**config.mk**
```make
export PLATFORM = sky130hd
export DESIGN_NAME = norm_shift_unit
export DESIGN_NICKNAME = d
export VERILOG_FILES = /design/src/rtl/fpu_norm_pkg.sv /design/src/rtl/nibble_lz_count.sv /design/src/rtl/norm_shift_unit.sv
export SDC_FILE = /design/constraint.sdc
export NUM_CORES = 1
export LEC_CHECK = 0
export ABC_AREA = 1
export BUFFER_PORTS_ARGS = -buffer_cell sky130_fd_sc_hd__buf_2
export CAP_MARGIN = 40
export CORE_ASPECT_RATIO = 1.4
export CORE_UTILIZATION = 55
export CTS_CLUSTER_DIAMETER = 50
export CTS_CLUSTER_SIZE = 28
export DETAILED_ROUTE_END_ITERATION = 16
export PLACE_DENSITY = 0.82
export SYNTH_ARGS = -nofsm -noshare
export SYNTH_HDL_FRONTEND = slang
export SYNTH_HIERARCHICAL = 1
export SYNTH_SLANG_ARGS = --single-unit
```
**constraint.sdc**
```tcl
create_clock -name clk -period 5.7 [get_ports clk]
set_clock_uncertainty 0.2 [all_clocks]
set_input_delay 0 -clock clk [delete_from_list [all_inputs] [get_ports clk]]
set_output_delay 0 -clock clk [all_outputs]
set_load 0.1 [all_outputs]
```
**src/rtl/fpu_norm_pkg.sv**
```systemverilog
// Shared definitions for the mantissa normalization unit.
// Holds the FSM encoding and the default datapath widths.
package fpu_norm_pkg;

    localparam int MANT_W_DEF = 24;
    localparam int EXP_W_DEF  = 8;
    localparam int NIB_CNT    = MANT_W_DEF / 4;

    typedef enum logic [1:0] {
        ST_IDLE   = 2'd0,
        ST_COARSE = 2'd1,
        ST_FINE   = 2'd2,
        ST_DONE   = 2'd3
    } norm_state_t;

endpackage

```
**src/rtl/nibble_lz_count.sv**
```systemverilog
// Counts the leading all-zero nibbles of a mantissa.
// This count sets the coarse 4-bit-step shift amount.
module nibble_lz_count
    import fpu_norm_pkg::*;
#(
    parameter int MANT_W = MANT_W_DEF
) (
    input  logic [MANT_W-1:0] mant,
    output logic [2:0]        count
);

    localparam int NIBS = MANT_W / 4;

    logic [NIBS-1:0] nib_zero;
    logic            found;

    always_comb begin
        for (int i = 0; i < NIBS; i++) begin
            nib_zero[i] = (mant[4*i +: 4] == 4'h0);
        end
    end

    // Scan from the most significant nibble and stop counting at the first nonzero one.
    always_comb begin
        count = 3'd0;
        found = 1'b0;
        for (int i = NIBS - 1; i >= 0; i--) begin
            if (!found) begin
                if (nib_zero[i]) begin
                    count = count + 3'd1;
                end else begin
                    found = 1'b1;
                end
            end
        end
    end

endmodule

```
**src/rtl/norm_shift_unit.sv**
```systemverilog
// Multi-cycle normalizer: a coarse nibble shift, then single-bit fine shifts.
// The exponent stops at zero, and the result is flagged denormal when it does.
module norm_shift_unit
    import fpu_norm_pkg::*;
#(
    parameter int MANT_W = MANT_W_DEF,
    parameter int EXP_W  = EXP_W_DEF
) (
    input  logic              clk,
    input  logic              rst,
    input  logic              in_valid,
    output logic              in_ready,
    input  logic              in_sign,
    input  logic [EXP_W-1:0]  in_exp,
    input  logic [MANT_W-1:0] in_mant,
    output logic              out_valid,
    input  logic              out_ready,
    output logic              out_sign,
    output logic [EXP_W-1:0]  out_exp,
    output logic [MANT_W-1:0] out_mant,
    output logic [4:0]        out_shift,
    output logic              out_zero,
    output logic              out_denorm
);

    norm_state_t       state, state_n;
    logic              sign_r, sign_n;
    logic [EXP_W-1:0]  exp_r, exp_n;
    logic [MANT_W-1:0] mant_r, mant_n;
    logic [4:0]        shift_r, shift_n;
    logic              zero_r, zero_n;
    logic              denorm_r, denorm_n;

    logic [2:0]        lz_nib;
    logic [4:0]        coarse_s;

    nibble_lz_count #(.MANT_W(MANT_W)) u_lz (
        .mant  (mant_r),
        .count (lz_nib)
    );

    assign coarse_s = {lz_nib, 2'b00};

    always_ff @(posedge clk) begin
        if (rst) begin
            state    <= ST_IDLE;
            sign_r   <= 1'b0;
            exp_r    <= '0;
            mant_r   <= '0;
            shift_r  <= 5'd0;
            zero_r   <= 1'b0;
            denorm_r <= 1'b0;
        end else begin
            state    <= state_n;
            sign_r   <= sign_n;
            exp_r    <= exp_n;
            mant_r   <= mant_n;
            shift_r  <= shift_n;
            zero_r   <= zero_n;
            denorm_r <= denorm_n;
        end
    end

    always_comb begin
        state_n  = state;
        sign_n   = sign_r;
        exp_n    = exp_r;
        mant_n   = mant_r;
        shift_n  = shift_r;
        zero_n   = zero_r;
        denorm_n = denorm_r;
        case (state)
            ST_IDLE: begin
                if (in_valid) begin
                    sign_n   = in_sign;
                    exp_n    = in_exp;
                    mant_n   = in_mant;
                    shift_n  = 5'd0;
                    zero_n   = 1'b0;
                    denorm_n = 1'b0;
                    state_n  = ST_COARSE;
                end
            end
            ST_COARSE: begin
                if (mant_r == '0) begin
                    exp_n   = '0;
                    zero_n  = 1'b1;
                    state_n = ST_DONE;
                end else begin
                    // The coarse step is skipped entirely when it would underflow the exponent.
                    if (int'(exp_r) > int'(coarse_s)) begin
                        mant_n  = mant_r << coarse_s;
                        exp_n   = exp_r - EXP_W'(coarse_s);
                        shift_n = coarse_s;
                    end
                    state_n = ST_FINE;
                end
            end
            ST_FINE: begin
                if (mant_r[MANT_W-1]) begin
                    denorm_n = (exp_r == '0);
                    state_n  = ST_DONE;
                end else if (exp_r <= EXP_W'(1)) begin
                    exp_n    = '0;
                    denorm_n = 1'b1;
                    state_n  = ST_DONE;
                end else begin
                    mant_n  = mant_r << 1;
                    exp_n   = exp_r - EXP_W'(1);
                    shift_n = shift_r + 5'd1;
                end
            end
            ST_DONE: begin
                if (out_ready) begin
                    state_n = ST_IDLE;
                end
            end
            default: state_n = ST_IDLE;
        endcase
    end

    assign in_ready   = (state == ST_IDLE);
    assign out_valid  = (state == ST_DONE);
    assign out_sign   = sign_r;
    assign out_exp    = exp_r;
    assign out_mant   = mant_r;
    assign out_shift  = shift_r;
    assign out_zero   = zero_r;
    assign out_denorm = denorm_r;

endmodule

```
==> flow_summary_export.csv <==
group,metric,value,unit
cts,cts_made_buffers,5,
sta,period_minus_slack,5.117,ns
drt,via_per_inst,5.400,
drt,route.layer.met1.wl,5106,um
setup_path,required,5.75,ns
synth,syn-num-nets,796,
cts,path_clk_slew,0.10,ns
grt,grt_overflow,0,
setup_path,worst-path-max-fanout,40,
layout,nets,907,
grt,grt_first_pass_wirelength,22650,um
grt,grt_max_degree,46,
layout,n_fill_cell,667,
sta,max_freq,195.4,MHz
synth,synth_seq_cells,42,
sta,rsz0062_at_grt,"false",
hold_path,hp-class,"reg -> reg",
synth,yosysSeqAreaShare,0.2049,
grt,antenna_found_initial,0,
drt,wl_per_cell,14.49,um
floorplanning,ios,79,
layout,diodes,0,
floorplanning,core_area,7072,um2
drt,num_vias,5135,
synth,syn-cell-area,4103,um2
cts,root_buffer,"clkbuf_8",
sta,finalSetupViolCount,0,
setup_path,worst_setup_path_end_kind,"flip-flop",
setup_path,worstSetupPathType,"reg -> reg",
drt,ant_nets,0,
cts,cts_tree,"yes",
layout,area_growth,23.97,%
cts,clockBufferDepth,2,
outcome,status,"finished clean",
sta,tns,0,ns
sta,relSlewSlack,0.4031,
cts,postCtsSetupBuffers,0,
floorplanning,design.die.area,7814,um2
floorplanning,start_util,0.5801,
cts,cts.sinks,42,
synth,postSynthAreaPerCell,5.514,um2
drt,routed_wl,13780,um
grt,grt_pass1_vias,5026,
floorplanning,die_w,75.00,um
placement,place_congestion,0.9775,
synth,yosysUniqueCellTypes,37,
drt,wl_met2,6769,um
sta,worst_slew_pin_slew,0.8943,ns
drt,drt_first_pass_iters,5,
synth,yosys_warnings,6,
floorplanning,die_y,104.2,um
layout,drive_gt1_frac,0.1565,
drt,drt-initial-drc-count,409,
grt,grt_use_total,0.3706,
synth,synth_top_area_share,0.2269,
setup_path,cp_data_arrival_time,5.16,ns
synth,synth_cells,744,
synth,yosysTopAreaCell,"nand2_1",
drt,dr.max_layer_used,"met4",
placement,portBuffers,78,
cts,h-tree-depth,2,
sta,final.period_utilization,0.8978,
cts,clk_latency,0.31,ns
job,maxCapViolations,0,
drt,route.detailed.drc,0,
sta,hold_violations,0,
sta,drv_slew,0,
placement,dp_hpwl,9284,um
synth,ys_top_cells_by_area,"nand2_1 23%, dfxtp_1 20%, nor2_1 10%",
floorplanning,rows,36,
setup_path,start_kind,"flip-flop",
drt,wl_met3,980,um
==> per-layer routing <==
layer  global-route usage  vias to the layer above
met3              0.06492                       75
met5                    0                        -
met2               0.6223                      275
met4               0.2722                        0
met1               0.3990                     2257
li1                     -                     2528
==> cell usage in the layout, fill, tap and decap left out, types with 5 or more instances in the layout <==
| cell type | synthesis | final |
|---|---|---|
| nor2_2 | 10 | 10 |
| nand3_1 | 64 | 64 |
| ha_1 | 14 | 14 |
| nand2_1 | 248 | 248 |
| a21oi_1 | 27 | 27 |
| or2_2 | 15 | 15 |
| o211ai_1 | 9 | 9 |
| o21ai_0 | 36 | 36 |
| nor2_1 | 114 | 114 |
| nor2_4 | 5 | 5 |
| clkbuf_8 | 0 | 5 |
| dlygate4sd3_1 | 0 | 53 |
| dfxtp_1 | 42 | 42 |
| inv_1 | 89 | 89 |
| buf_2 | 12 | 78 |
==> critical path, cell delays in order, from the launching register on <==
cell	delay [ns]
dfxtp_1	0.52
nor2_1	0.12
nand2_1	0.17
a31oi_1	0.13
ha_1	0.29
clkinv_1	0.08
a21boi_1	0.13
ha_1	0.24
nand2_1	0.06
o211ai_1	0.08
nand2_1	0.10
inv_1	0.05
ha_1	0.26
nand2_1	0.07
o21ai_1	0.12
fa_1	0.46
inv_1	0.09
nand3_1	0.08
nand2_1	0.07
nand2_1	0.06
nand2_1	0.07
nand2_2	0.09
nor2_8	0.26
nand2_4	0.31
nand2_1	0.16
nand2_1	0.06
nor2_1	0.11
dlygate4sd3_1	0.59
==> area by class of cell <==
cell class                      instances  area (um2)  area share
Sequential cell                        42       840.8      0.1653
Clock buffer                            6       72.57     0.01427
Inverter                               96       360.3     0.07085
Tap cell                               95       118.9     0.02337
Multi-Input combinational cell        575        2729      0.5365
Clock inverter                          2       13.76    0.002706
Timing Repair Buffer                  135       950.9      0.1870
==> registers in the layout, summed over array words and instances (netlist names) <==
register and count:
state 2, out_shift 5, out_mant 24, out_exp 8
out_sign 1, out_zero 1, out_denorm 1
==> cells by family (layout without fill, tap and decap cells) <==
| kind of cell | Yosys count | after routing | share of synthesized area |
|---|---|---|---|
| xor+xnor | 5 | 5 | 0.01068 |
| simple gates | 470 | 470 | 0.4907 |
| compound gates | 85 | 85 | 0.1153 |
| flops | 42 | 42 | 0.2049 |
| fa+ha+maj | 15 | 15 | 0.04758 |
| buf+inv | 127 | 239 | 0.1308 |
==> synth_stat cells (all sizes together) <==
cell type,number
nor2,130
o22ai,2
o211ai,9
o2111ai,1
a21boi,1
xnor2,2
inv,93
and3,1
ha,14
xor2,3
dfxtp,42
clkinv,3
buf,20
nor3,2
clkbuf,11
o21ai,39
a31oi,2
nand2,254
a21oi,27
a22oi,3
fa,1
nand3,66
o21a,1
nand4,2
or2,15
==> path summary, 6_finish.rpt <==
check          startpoint      endpoint  slack [ns]  depth (start not counted)
min              out_zero      out_zero        0.30                          2
min reg2reg      out_zero      out_zero        0.30                          2
max          out_mant[15]  out_mant[11]        0.58                         27
max reg2reg  out_mant[15]  out_mant[11]        0.58                         27
==> through the flow <==
step | hold slack (ns) | area, um2 | utilization | worst slack, ns | instances
6_report | 0.2987 | 5086 | 0.7192 | 0.5827 | 951
5_1_grt | 0.3284 | 5086 | 0.7192 | 0.2637 | 951
4_1_cts | 0.2904 | 5086 | 0.7192 | 0.7258 | 951
3_5_place_dp | 0.07492 | 4469 | 0.6320 | 1.281 | 890
3_3_place_gp | 0.06159 | 4469 | 0.6320 | 1.363 | 890
2_1_floorplan | -0.04812 | 4103 | - | 0.8892 | 744
==> timing repair <==
action	CTS	global route
hold buffers	53	0
endpoints found under the hold margin	40	0
endpoints found under the setup margin	0	0
resized for setup	0	0
Power is left out: the tool's default activity adds up to more than one toggle a clock period on the data nets, which glitch-free logic cannot reach.
